<file path="config.mk">
export PLATFORM = sky130hd
export DESIGN_NAME = thread_sched
export DESIGN_NICKNAME = d
export VERILOG_FILES = /design/src/rtl/md5_cpu_pkg.sv /design/src/rtl/thread_sched_stage_ctrl.sv /design/src/rtl/thread_sched.sv
export SDC_FILE = /design/constraint.sdc
export NUM_CORES = 1
export LEC_CHECK = 0
export ABC_AREA = 0
export BUFFER_PORTS_ARGS = -buffer_cell sky130_fd_sc_hd__clkbuf_2
export CAP_MARGIN = 20
export CORE_ASPECT_RATIO = 2
export CORE_MARGIN = 3
export CORE_UTILIZATION = 35
export CTS_CLUSTER_SIZE = 28
export DETAILED_ROUTE_END_ITERATION = 12
export GPL_TIMING_DRIVEN = 0
export SLEW_MARGIN = 20
export SYNTH_ARGS = -nofsm -noshare
export SYNTH_HDL_FRONTEND = slang
export SYNTH_SLANG_ARGS = --single-unit
</file>
<file path="constraint.sdc">
create_clock -name CLK -period 1.84 [get_ports CLK]
set_input_delay 0.092 -clock CLK [delete_from_list [all_inputs] [get_ports CLK]]
set_output_delay 0.092 -clock CLK [all_outputs]
set_load 0.01 [all_outputs]
</file>
<file path="src/rtl/md5_cpu_pkg.sv">
// Shared definitions for the md5crypt CPU: thread-state encodings and
// default core geometry.
package md5_cpu_pkg;

  localparam int THREAD_STATE_W = 2;

  typedef enum logic [THREAD_STATE_W-1:0] {
    THREAD_STATE_NONE    = 2'd0,
    THREAD_STATE_WR_RDY  = 2'd1,
    THREAD_STATE_RUNNING = 2'd2,
    THREAD_STATE_WAIT    = 2'd3
  } thread_state_e;

  localparam int DEF_N_THREADS = 16;
  localparam int DEF_N_STAGES  = 4;

endpackage

</file>
<file path="src/rtl/thread_sched_stage_ctrl.sv">
// Fetch/decode pipeline enable mask: fills one stage per cycle after a
// reload, flushes on invalidate, freezes on instruction wait.
module stage_ctrl
  import md5_cpu_pkg::*;
#(
  parameter int N_STAGES = DEF_N_STAGES
) (
  input  logic                CLK,
  input  logic                RST,
  input  logic                INVALIDATE,
  input  logic                INSTR_WAIT,
  input  logic                RELOAD,
  output logic [N_STAGES-1:0] stage_allow,
  output logic                thread_almost_switched,
  output logic                err
);

  localparam logic [N_STAGES-1:0] FIRST_ONLY = {{(N_STAGES-1){1'b0}}, 1'b1};

  logic [N_STAGES-1:0] r_stage_allow;
  logic [N_STAGES-1:0] w_stage_allow_nxt;
  logic                r_almost;
  logic                r_err;

  // Reload wins over invalidate so a new thread always starts filling.
  always_comb begin
    w_stage_allow_nxt = {r_stage_allow[N_STAGES-2:0], r_stage_allow[0]};
    if (RELOAD)
      w_stage_allow_nxt = FIRST_ONLY;
    else if (INVALIDATE)
      w_stage_allow_nxt = '0;
    else if (INSTR_WAIT)
      w_stage_allow_nxt = r_stage_allow;
  end

  always_ff @(posedge CLK or posedge RST) begin
    if (RST) begin
      r_stage_allow <= '0;
      r_almost      <= 1'b0;
      r_err         <= 1'b0;
    end else begin
      r_stage_allow <= w_stage_allow_nxt;
      r_almost      <= RELOAD;
      r_err         <= r_err | (INVALIDATE & RELOAD);
    end
  end

  assign stage_allow            = r_stage_allow;
  assign thread_almost_switched = r_almost;
  assign err                    = r_err;

endmodule

</file>
<file path="src/rtl/thread_sched.sv">
// Per-core thread scheduler: initial thread sweep, background scan for the
// next WR_RDY thread, and switch/reload control.
module thread_sched
  import md5_cpu_pkg::*;
#(
  parameter  int N_THREADS = DEF_N_THREADS,
  parameter  int N_STAGES  = DEF_N_STAGES,
  localparam int TN        = $clog2(N_THREADS)
) (
  input  logic                      CLK,
  input  logic                      RST,
  input  logic                      entry_pt_switch,
  output logic [TN-1:0]             ts_rd_num,
  input  logic [THREAD_STATE_W-1:0] ts_rd,
  input  logic                      NEXT_THREAD,
  input  logic                      INVALIDATE,
  input  logic                      INSTR_WAIT,
  output logic                      RELOAD,
  output logic [TN-1:0]             thread_num,
  output logic [TN-1:0]             thread_num_ahead,
  output logic                      thread_init,
  output logic                      thread_almost_switched,
  output logic [N_STAGES-1:0]       stage_allow,
  output logic                      err
);

  localparam logic [TN-1:0] LAST_THREAD = TN'(N_THREADS - 1);

  // HOLD means a WR_RDY thread is pre-selected (ahead_valid).
  typedef enum logic [1:0] {
    ST_INIT = 2'd0,
    ST_SCAN = 2'd1,
    ST_HOLD = 2'd2
  } sched_state_e;

  sched_state_e  r_state, w_state_nxt;
  logic [TN-1:0] r_thread_num, w_thread_num_nxt;
  logic [TN-1:0] r_ahead, w_ahead_nxt;
  logic [TN-1:0] r_ptr, w_ptr_nxt;
  logic          r_pending, w_pending_nxt;

  logic          w_rdy;
  logic          w_reload;
  logic [TN-1:0] w_ahead_inc;

  assign w_rdy       = (ts_rd == THREAD_STATE_WR_RDY);
  assign w_ahead_inc = r_ahead + TN'(1);
  assign w_reload    = (NEXT_THREAD | r_pending) & (r_state == ST_HOLD);

  always_ff @(posedge CLK or posedge RST) begin
    if (RST) begin
      r_state      <= ST_INIT;
      r_thread_num <= '0;
      r_ahead      <= '0;
      r_ptr        <= '0;
      r_pending    <= 1'b0;
    end else begin
      r_state      <= w_state_nxt;
      r_thread_num <= w_thread_num_nxt;
      r_ahead      <= w_ahead_nxt;
      r_ptr        <= w_ptr_nxt;
      r_pending    <= w_pending_nxt;
    end
  end

  always_comb begin
    w_state_nxt      = r_state;
    w_thread_num_nxt = r_thread_num;
    w_ahead_nxt      = r_ahead;
    w_ptr_nxt        = r_ptr;
    w_pending_nxt    = r_pending;
    if (entry_pt_switch) begin
      w_state_nxt      = ST_INIT;
      w_thread_num_nxt = '0;
      w_ptr_nxt        = '0;
      w_pending_nxt    = 1'b0;
    end else begin
      case (r_state)
        ST_INIT: begin
          w_thread_num_nxt = r_thread_num + TN'(1);
          // First ready thread after the sweep must be loaded unprompted.
          if (r_thread_num == LAST_THREAD) begin
            w_state_nxt   = ST_SCAN;
            w_pending_nxt = 1'b1;
          end
        end
        ST_SCAN: begin
          if (NEXT_THREAD)
            w_pending_nxt = 1'b1;
          if (w_rdy && (r_ptr != r_thread_num)) begin
            w_ahead_nxt = r_ptr;
            w_state_nxt = ST_HOLD;
          end else begin
            w_ptr_nxt = r_ptr + TN'(1);
          end
        end
        ST_HOLD: begin
          if (w_reload) begin
            w_thread_num_nxt = r_ahead;
            w_pending_nxt    = 1'b0;
            w_state_nxt      = ST_SCAN;
            w_ptr_nxt        = w_ahead_inc;
          end else begin
            if (NEXT_THREAD)
              w_pending_nxt = 1'b1;
            if (!w_rdy) begin
              w_state_nxt = ST_SCAN;
              w_ptr_nxt   = w_ahead_inc;
            end
          end
        end
        default: w_state_nxt = ST_INIT;
      endcase
    end
  end

  stage_ctrl #(.N_STAGES(N_STAGES)) u_stage_ctrl (
    .CLK                    (CLK),
    .RST                    (RST),
    .INVALIDATE             (INVALIDATE),
    .INSTR_WAIT             (INSTR_WAIT),
    .RELOAD                 (w_reload),
    .stage_allow            (stage_allow),
    .thread_almost_switched (thread_almost_switched),
    .err                    (err)
  );

  assign RELOAD           = w_reload;
  assign ts_rd_num        = r_ptr;
  assign thread_num       = r_thread_num;
  assign thread_num_ahead = r_ahead;
  assign thread_init      = (r_state == ST_INIT);

endmodule

</file>
# Yosys cells after proc, flatten, opt, wreduce, memory -nomap -nowiden
# Cells that the tools add are included.
# classes
n_addsub,3
eq_ne,11
muxes,22
bitwise_logic,5
n_reduce_logical,11
# op_table
cell,n
$mux W4,9
$pmux W4 S2,2
$add A4 B1 Y4 const B,3
$mux W2,5
$ne A3 B2 Y1 const B,3
$reduce_and A3 Y1,3
$ne A3 B3 Y1 const B,2
$pmux W2 S3,1
$reduce_bool A3 Y1,2
$eq A2 B1 Y1 const B,2
$eq A4 B4 Y1 const B,1
$mux W1,4
$ne A4 B3 Y1 const B,1
$ne A4 B4 Y1,1
$reduce_and A2 Y1,2
$reduce_bool A4 Y1,1
$pmux W1 S3,1
$and A1 B1 Y1,2
$eq A2 B2 Y1 const B,1
$logic_not A2 Y1,1
$or A1 B1 Y1,2
$reduce_bool A2 Y1,1
$logic_and A1 B1 Y1,1
$not A1 Y1,1
# totals
regBits,21
in_bits,8
word_cells,61

# Depth between registers and ports, before layout
# Gate-level depths: netlist of run 1.
# depth
ltp_word,5
mapped_depth,9
mapped_depth_nobuf,7

# Modules after synthesis
# Synthesis of run 1 repeated with hierarchy kept, for this count alone.
# unflattened
cells_unflattened,121
hier_area_um2,1266.2
# modules_own_cells
mod,n_inst,cells_each,area_per_inst_um2
thread_sched,1,105,1048.5
stage_ctrl,1,16,217.7

# Worst setup path after synthesis of run 1
# Ideal clock, no wire load.
# synth_timing
kind,flip-flop to flip-flop
startpoint,register r_state[0]
endpoint,register r_thread_num[3] (netlist: thread_num[3])
setup_time_ps,121
t_arrival_ps,1870
required_ps,1719
setup_slack_ps,-151
path_stages_with_launch,10
period_less_slack_ps,1991
path_cell_list,dfrtp_1 > inv_1 > ha_1 > buf_2 > o21a_1 > clkbuf_1 > nor3_2 > o21a_1 > o22ai_1 > a22o_1
# synth_via
elab_chain_cells,4
word_cells_on_any_way,8
classes_between,2 x eq/ne; 2 x mux; 1 x bitwise; 3 x reduce/logical
# synth_rtl
element,line_no,rtl
from (decl),thread_sched.sv:36,"sched_state_e r_state, w_state_nxt;"
from (signal assigned),thread_sched.sv:58,r_state <= w_state_nxt;
$eq A2 B2 Y1,thread_sched.sv:48,assign w_reload = (NEXT_THREAD | r_pending) & (r_state == ST_HOLD);
$and A1 B1 Y1,thread_sched.sv:48,
named net RELOAD,thread_sched.sv:18,"output logic RELOAD,"
$ne A3 B2 Y1 (no source line),-,
$reduce_and A2 Y1 (no source line),-,
to (signal assigned),thread_sched.sv:59,r_thread_num <= w_thread_num_nxt;
to (decl),thread_sched.sv:37,"logic [TN-1:0] r_thread_num, w_thread_num_nxt;"
# The timed path passes the listed nets, and every way through them passes these cells.
# A chain may end at the register's enable or synchronous reset.

# Worst setup path in the final report of run 1
# layout_timing
startpoint,register r_state[0]
endpoint,register r_ptr[3] (netlist: ts_rd_num[3])
# layout_via
elab_chain_cells,5
word_cells_on_any_way,10
classes_between,4 x eq/ne; 3 x mux; 1 x bitwise; 2 x reduce/logical
# layout_rtl
element,line_no,rtl
$eq A2 B2 Y1,"thread_sched.sv:48, thread_sched.sv:78",
$and A1 B1 Y1,thread_sched.sv:48,
$mux W4,thread_sched.sv:98,if (w_reload) begin
$pmux W4 S2,thread_sched.sv:78,case (r_state)
$mux W4,thread_sched.sv:72,if (entry_pt_switch) begin
to (signal assigned),thread_sched.sv:61,r_ptr <= w_ptr_nxt;
to (decl),thread_sched.sv:39,"logic [TN-1:0] r_ptr, w_ptr_nxt;"
# Parallel ways exist; a longest one is shown, timed or not.

==> results of run 1 <==
cell type report:
type / count / area, µm² / share of cell area [%]
clock buffers: 3 / 41.3 / 2.45
plain buffers: 4 / 27.5 / 1.63
well taps: 48 / 60.1 / 3.56
inverters: 8 / 30.0 / 1.78
multi-input cells: 90 / 774 / 45.9
clock inverters: 1 / 5.00 / 0.297
repair buffers: 38 / 220 / 13.1
flip-flops and latches: 21 / 528 / 31.3
placed cells by master (no fill, tap or decap), drive strengths merged, types with 6 or more instances in the layout:
cell type | Yosys | routed
mux2 | 7 | 7
inv | 8 | 8
dfrtp | 21 | 21
nand2b | 6 | 6
o21ai | 8 | 8
buf | 1 | 11
clkbuf | 3 | 33
nand2 | 11 | 11
metal layers:
| metal | wire (µm) | share of wire (%) | track usage (%) |
|---|---|---|---|
| met5 | 0 | 0 | 0 |
| met2 | 1700 | 56 | 28.1 |
| met4 | 60 | 2.0 | 6.18 |
| met3 | 115 | 3.8 | 2.48 |
| met1 | 1160 | 38 | 14.6 |
per-stage QoR:
step	TNS, ns	hold WS (ns)	setup slack, ns
after floorplan	0	0.0685	0.00986
after global routing	-0.105	0.0673	-0.0406
after CTS	0	0.0711	0.00386
final	0	0.0691	0.0303
after detailed placement	-0.730	0.269	-0.185
after global placement	-0.592	0.256	-0.157
worst reg2reg max path, cell delays in order, from the launching register on:
cell      delay (ns)
dfrtp_1         0.39
inv_2           0.09
ha_4            0.14
buf_6           0.13
mux2_4          0.33
and3_4          0.19
mux2_2          0.28
o221ai_2        0.18
how the worst max path moves through the flow:
| stage | endpoint | slack (ns) | cells after the start |
|---|---|---|---|
| 2_1_floorplan | ts_rd_num[2] | 0.01 | 8 |
| 3_3_place_gp | ts_rd_num[3] | -0.16 | 5 |
| 3_5_place_dp | ts_rd_num[3] | -0.18 | 5 |
| 4_1_cts | ts_rd_num[2] | 0.004 | 8 |
| 5_1_grt | ts_rd_num[2] | -0.04 | 8 |
| 6_report | ts_rd_num[3] | 0.03 | 7 |
power by group through the flow:
stage	Clock [W]	Combinational, W	Sequential, W
2_1_floorplan	0	0.000641	0.000780
3_3_place_gp	0	0.000939	0.000756
3_5_place_dp	0	0.000963	0.000760
4_1_cts	0.000308	0.00107	0.000748
5_1_grt	0.000327	0.00130	0.000775
6_report	0.000299	0.00119	0.000751
logic make-up (layout without fill, tap and decap cells):
logic type,Yosys count,count (layout),share of synthesized area (%)
flops,21,21,41.9
mux,12,12,10.3
fa+ha+maj,5,5,4.99
buf+inv,12,54,3.69
xor+xnor,4,4,2.79
compound gates,29,29,19.3
simple gates,40,40,17.1
state kept, by name, indices dropped and copies added (netlist names):
signal                               count
u_stage_ctrl.err                         1
u_stage_ctrl.thread_almost_switched      1
thread_num_ahead                         4
r_pending                                1
thread_num                               4
u_stage_ctrl.stage_allow                 4
ts_rd_num                                4
r_state                                  2
repair_timing:
action | in CTS | in global routing
endpoints found under the setup margin | 7 | 13
hold buffers | 1 | 0
gates cloned | 1 | 0
endpoints found under the hold margin | 21 | 0
gates resized for setup | 8 | 17
pin swaps | 2 | 4
setup buffers | 6 | 3
==> run_results.csv, run 1 <==
group,metric,value,unit
clocking,clock-root-buffer,"clkbuf_8",
sta,finClkSkew,0.00314,ns
place,detailed_place.area,1480,µm²
clocking,cts_max_path_buffers,2,
power_and_ir_drop,p_sw_share,41.2,%
critical_path,reg2reg_to,"ts_rd_num[3]",
clocking,clkSinkCount,21,
clocking,cts_tree,"done",
worst_hold_path,min_path_type,"in -> reg",
job,cap_viol_max_count,0,
yosys,synth-seq-cells,21,
floorplanning,die_x,48.3,µm
sta,drv_slew,0,
power_and_ir_drop,p_int,0.00132,W
power_and_ir_drop,p_seq_share,33.6,%
floorplanning,start_util,36.7,%
route,num_vias,1083,
power_and_ir_drop,p_clk_share,13.4,%
critical_path,timing.rr.start,"r_state[0]",
sta,hold_viol,0,
yosys,seq_area_frac_synth,41.9,%
finish,final_util,49.4,%
global_route,grt_pass1_vias,1132,
critical_path,cp_slowest_cell,"dfrtp_1",
critical_path,crit_start,"r_state[0]",
power_and_ir_drop,leakage,0.827,nW
yosys,ys.flop_type,"dfrtp_1",
yosys,netlist.area_leader.share,41.9,%
worst_hold_path,min_from,"INVALIDATE",
power_and_ir_drop,p_sw,0.000921,W
power_and_ir_drop,power_density,1330,nW/µm²
yosys,synth_fp_nets,136,
yosys,syn-instance-count,123,
global_route,overflow,0,
clocking,clk_latency,0.26,ns
floorplanning,num_rows,30,
power_and_ir_drop,p_total,0.00224,W
sta,rsz0062_at_grt,"true",
critical_path,rrSetupSlack,0.03,ns
sta,timing.final.crit_share,98.4,%
floorplanning,core-area,3420,µm²
power_and_ir_drop,pwr-share-comb,53.1,%
global_route,grt_max_degree,22,
yosys,avgSynthCellArea,10.2,µm²
critical_path,worstPathCellList,"inv_2, ha_4, buf_6, mux2_4, and3_4, mux2_2, o221ai_2",
critical_path,crit_family,"multiplexers",
critical_path,reg2reg_depth,7,
floorplanning,die_area,4380,µm²
critical_path,startpoint_type,"flip-flop",
route,drc_errors,0,
sta,slew-limit-headroom,46.6,%
yosys,yosys_warnings,0,
clocking,cts_buffers,3,
worst_hold_path,min_delay_worst_endpoint,"u_stage_ctrl.stage_allow[1]",
critical_path,path_class,"reg -> reg",
yosys,yosysMostFrequentCell,"dfrtp_1",
place,port-buffer-count,27,
critical_path,cpPeakStageDelay,0.39,ns
critical_path,required,2.02,ns
yosys,synth_area_leader_cell,"dfrtp_1",
sta,fmax,553,MHz
clocking,clkTransAtPathRegs,0.08,ns
yosys,async_reset_ff_share,100,%
finish,nets,179,
outcome,status,"finished clean",
global_route,antenna_found_initial,0,
clocking,ctsHtreeMaxLevel,1,
critical_path,crit_arrival,1.99,ns
route,wirelength,3040,µm
finish,n_fill_cell,345,
global_route,grt_pass1_wl,5110,µm
finish,antenna_cells,0,
finish,synthToLayoutAreaGrowth,34.4,%
place,placed_cells,198,
yosys,yosysUniqueCellTypes,38,
finish,fin_cells,213,
critical_path,crit_buf_inv,2,
place,place_congestion,0.815,
worst_hold_path,hold-path-cell-count,2,
yosys,syn_area,1250,µm²
power_and_ir_drop,ir_worst_vdd,0.695,mV
sta,finalCriticalPeriod,1.81,ns
yosys,synth_edf_count,0,
global_route,grt_use_total,14.5,%
place,hpwlAfterDp,2270,µm
finish,drive_gt1_share,43.6,%
critical_path,endpoint_kind,"flip-flop",
sta,worstMarginPinSlew,0.800,ns
critical_path,cp_max_fo,5,
route,via_per_inst,5.08,
finish,final_area,1690,µm²
route,drt_pass1_iterations,4,
yosys,ys_top_cells_by_count,"21 x dfrtp_1, 11 x nand2_1, 8 x inv_1",
route,first_iter_violations,24,
floorplanning,fp.dieH,90.7,µm
sta,setup_viol,0,
route,post_drt_wl_per_cell,14.3,µm
floorplanning,pin_count,28,
route,drtAntennaViolNets,0,
yosys,yosys-top-cells-area,"dfrtp_1 42%, mux2_2 6.3%, ha_1 5.0%",
Note: power is estimated with default switching activity, not from simulation.
==> inputs of run 2 (changes only) <==
- CORE_UTILIZATION: 35 -> 28
==> run_results.csv, run 2 (synthesized netlist as in run 1, its figures left out) <==
group,metric,value,unit
outcome,status,"finished clean",
sta,worstMarginPinSlew,0.812,ns
sta,finalCriticalPeriod,1.83,ns
sta,setup_viol,0,
route,drt_pass1_iterations,4,
clocking,cts_buffers,3,
route,num_vias,1119,
floorplanning,core-area,4210,µm²
finish,most-common-layout-cells,"28 x clkbuf_2, 18 x dfrtp_1, 11 x nand2_1",
global_route,grt_use_total,13.3,%
job,cap_viol_max_count,0,
critical_path,path_class,"reg -> reg",
clocking,cts_tree,"done",
sta,rsz0062_at_grt,"true",
critical_path,endpoint_kind,"flip-flop",
clocking,clkSinkCount,21,
place,port-buffer-count,27,
finish,final_util,40.4,%
finish,synthToLayoutAreaGrowth,35.5,%
sta,timing.final.crit_share,99.6,%
power_and_ir_drop,power_density,1340,nW/µm²
global_route,grt_max_degree,22,
floorplanning,die_x,53.3,µm
power_and_ir_drop,leakage,0.826,nW
route,drc_errors,0,
floorplanning,die_area,5370,µm²
route,post_drt_wl_per_cell,15.1,µm
sta,fmax,546,MHz
global_route,use_met2,24.2,%
route,drtAntennaViolNets,0,
finish,drive_gt1_share,43.6,%
route,wirelength,3270,µm
global_route,use_met3,2.22,%
place,detailed_place.area,1480,µm²
critical_path,startpoint_type,"flip-flop",
clocking,clk_latency,0.26,ns
floorplanning,num_rows,33,
global_route,antenna_found_initial,0,
sta,setup_ws,0.00777,ns
floorplanning,pin_count,28,
critical_path,required,1.99,ns
floorplanning,start_util,29.8,%
global_route,use_met1,13.6,%
critical_path,crit_arrival,1.98,ns
critical_path,cp_max_fo,6,
route,via_per_inst,5.16,
sta,worst_hold_slack,0.0645,ns
worst_hold_path,min_path_type,"in -> reg",
sta,fin_setup_tns,0,ns
global_route,grt_pass1_wl,5380,µm
sta,drv_slew,0,
finish,final_area,1700,µm²
clocking,ctsHtreeMaxLevel,1,
finish,layout_commonest_cell,"clkbuf_2",
global_route,overflow,0,
finish,antenna_cells,0,
place,pre_cts_slack,-0.169,ns
place,hpwlAfterDp,2400,µm
route,first_iter_violations,30,
clocking,clock-root-buffer,"clkbuf_8",
clocking,clkTransAtPathRegs,0.08,ns
power_and_ir_drop,ir_worst_vdd,0.499,mV
sta,finClkSkew,0.00241,ns
floorplanning,fp.dieH,101,µm
global_route,grt_pass1_vias,1186,
sta,slew-limit-headroom,45.8,%
place,place_congestion,0.785,
finish,nets,179,
global_route,top_usage_layer,"met2",
clocking,cts_max_path_buffers,2,
sta,hold_viol,0,
## run 2: worst paths after layout
path / from / endpoint / slack (ns) / depth (start not counted)
max: r_state[0] / ts_rd_num[2] / 0.008 / 8
min: INVALIDATE / u_stage_ctrl.stage_allow[1] / 0.06 / 2
max reg2reg: r_state[0] / ts_rd_num[2] / 0.008 / 8
min reg2reg: u_stage_ctrl.err / u_stage_ctrl.err / 0.48 / 1
max in group asynchronous: RST / thread_num[2] / 0.77 / 3
min in group asynchronous: RST / thread_num_ahead[0] / 0.52 / 3
## run 2: layout make-up
cell class / instances / area, µm²
tap: 52 / 65.1
inverter: 8 / 30.0
clock buffer: 4 / 45.0
timing repair buffer: 38 / 218
multi-input combinational: 90 / 786
fill: 433 / 2510
sequential: 21 / 529
buffer: 4 / 27.5
## run 2: where the power goes
| part | total, W | internal (W) | switching (W) |
|---|---|---|---|
| Clock | 0.000306 | 0.000154 | 0.000152 |
| Sequential | 0.000757 | 0.000601 | 0.000156 |
| Combinational | 0.00121 | 0.000578 | 0.000634 |
## run 2: repair_timing
item | 4_1_cts | 5_1_grt
gates resized for setup | 10 | 14
setup endpoints to repair | 7 | 8
buffers inserted | 5 | 4
pin swaps | 2 | 2
hold buffers | 1 | 0
gates cloned | 1 | 0
endpoints found under the hold margin | 7 | 0
## run 2: metal layers
metal / wire [µm] / up-vias / share of wire (%)
met3: 157 / 10 / 4.8
met4: 102 / 0 / 3.1
met2: 1840 / 34 / 56
li1: - / 527 / -
met5: 0 / - / 0
met1: 1180 / 548 / 36
## run 2: per-stage QoR
step                      instances  power, W
final                           217   0.00228
after global routing            217   0.00246
after CTS                       213   0.00216
after detailed placement        202   0.00173
after global placement          202   0.00170
after floorplan                 123   0.00142
## run 2: critical path, cell delays in order, from the launching register on
cell	delay [ns]
dfrtp_1	0.40
inv_2	0.08
ha_4	0.14
buf_6	0.13
nand2b_4	0.05
or4_4	0.43
o311ai_4	0.12
nand3_2	0.11
a32o_2	0.26
==> inputs of run 3 (changes only) <==
- clock period: 1.84 -> 2 ns (I/O delays scaled with it)
==> run_results.csv, run 3 (synthesized netlist as in run 1, its figures left out) <==
group,metric,value,unit
finish,synthToLayoutAreaGrowth,28.1,%
power_and_ir_drop,p_sw_share,40.9,%
power_and_ir_drop,power_density,1200,nW/µm²
route,drtAntennaViolNets,0,
sta,worstMarginPinSlew,0.807,ns
job,cap_viol_max_count,0,
outcome,status,"finished clean",
finish,antenna_cells,0,
floorplanning,die_x,53.3,µm
route,drc_errors,0,
route,num_vias,1081,
sta,slew-limit-headroom,46.1,%
global_route,grt_pass1_vias,1083,
place,place_congestion,0.818,
clocking,cts_tree,"done",
finish,drive_gt1_share,35.8,%
floorplanning,pin_count,28,
floorplanning,fp.dieH,101,µm
critical_path,crit_arrival,2.06,ns
place,port-buffer-count,27,
route,drt_pass1_iterations,4,
sta,drv_slew,0,
sta,worst_hold_slack,0.0867,ns
floorplanning,die_area,5370,µm²
clocking,cts_max_path_buffers,2,
critical_path,crit_family,"simple AND/OR/NAND/NOR gates",
critical_path,rrSetupSlack,0.09,ns
power_and_ir_drop,p_clk_share,14.2,%
route,wirelength,2960,µm
sta,finalCriticalPeriod,1.91,ns
clocking,clkTransAtPathRegs,0.07,ns
critical_path,required,2.15,ns
floorplanning,num_rows,33,
global_route,antenna_found_initial,0,
power_and_ir_drop,p_sw,0.000792,W
critical_path,endpoint_kind,"flip-flop",
floorplanning,start_util,29.8,%
sta,finClkSkew,0.00171,ns
critical_path,cp_max_fo,10,
critical_path,cpPeakStageDelay,0.43,ns
power_and_ir_drop,leakage,0.790,nW
clocking,cts_buffers,3,
sta,hold_viol,0,
critical_path,cp_slowest_cell,"or4_4",
critical_path,worstPathCellList,"inv_1, ha_1, buf_6, nand2b_1, or4_4, o311ai_4, nand3_2, a32o_2",
clocking,clock-root-buffer,"clkbuf_8",
place,hpwlAfterDp,2320,µm
power_and_ir_drop,p_seq_share,35.8,%
clocking,clk_latency,0.26,ns
sta,fmax,525,MHz
critical_path,path_class,"reg -> reg",
power_and_ir_drop,ir_worst_vdd,0.391,mV
critical_path,crit_buf_inv,2,
floorplanning,core-area,4210,µm²
global_route,grt_use_total,12.6,%
route,post_drt_wl_per_cell,13.8,µm
route,first_iter_violations,20,
sta,rsz0062_at_grt,"false",
global_route,grt_pass1_wl,5020,µm
finish,layout_commonest_cell,"clkbuf_2",
worst_hold_path,min_path_type,"in -> reg",
global_route,overflow,0,
power_and_ir_drop,p_int,0.00114,W
clocking,clkSinkCount,21,
power_and_ir_drop,pwr-share-comb,50.0,%
critical_path,startpoint_type,"flip-flop",
sta,timing.final.crit_share,95.3,%
power_and_ir_drop,p_total,0.00194,W
route,via_per_inst,5.05,
finish,n_fill_cell,457,
sta,setup_viol,0,
finish,nets,176,
clocking,ctsHtreeMaxLevel,1,
global_route,grt_max_degree,22,
sta,fin_setup_tns,0,ns
finish,most-common-layout-cells,"27 x clkbuf_2, 21 x dfrtp_1, 11 x nand2_1",
==> run 3: worst paths after layout <==
kind / start / endpoint / depth (start not counted)
hold / removal: INVALIDATE / u_stage_ctrl.stage_allow[1] / 2
setup reg to reg: r_state[0] / ts_rd_num[2] / 8
setup / recovery: r_state[0] / ts_rd_num[2] / 8
max in group asynchronous: RST / r_state[0] / 3
hold reg to reg: u_stage_ctrl.err / u_stage_ctrl.err / 1
min in group asynchronous: RST / ts_rd_num[3] / 3
==> run 3: area by class of cell <==
class / count / area (µm²) / area share [%]
Sequential cell: 21 / 526 / 32.7
Multi-Input combinational cell: 90 / 718 / 44.7
Inverter: 8 / 30.0 / 1.87
Timing Repair Buffer: 36 / 205 / 12.8
Clock buffer: 4 / 45.0 / 2.80
Buffer: 3 / 18.8 / 1.17
Tap cell: 52 / 65.1 / 4.05
==> run 3: stage by stage <==
stage	utilization [%]	instance area (µm²)	setup WS, ns	cells
floorplan	-	1250	0.00929	123
global placement	34.6	1460	-0.338	202
detailed placement	34.6	1460	-0.306	202
CTS	36.8	1550	0.0243	208
global route	38.2	1610	0.00505	214
finish	38.2	1610	0.0946	214
==> run 3: metal layers <==
| metal | up-vias | part of all wire, % | global-route usage [%] |
|---|---|---|---|
| met2 | 27 | 59 | 23.2 |
| met1 | 521 | 34 | 12.6 |
| met3 | 9 | 3.9 | 2.22 |
| met5 | - | 0 | 0 |
| li1 | 524 | - | - |
| met4 | 0 | 2.9 | 6.69 |
==> run 3: power groups by stage <==
stage | Sequential, W | Combinational [W] | Clock (W)
floorplan | 0.000717 | 0.000564 | 0
finish | 0.000693 | 0.000967 | 0.000276
CTS | 0.000699 | 0.000899 | 0.000287
global placement | 0.000699 | 0.000843 | 0
detailed placement | 0.000707 | 0.000852 | 0
global route | 0.000722 | 0.00109 | 0.000304
==> run 3: repair_timing <==
item	4_1_cts	5_1_grt
buffers inserted	2	6
gates resized for setup	6	3
endpoints found under the setup margin	10	3
endpoints found under the hold margin	1	0
pin swaps	2	1
hold buffers	1	0
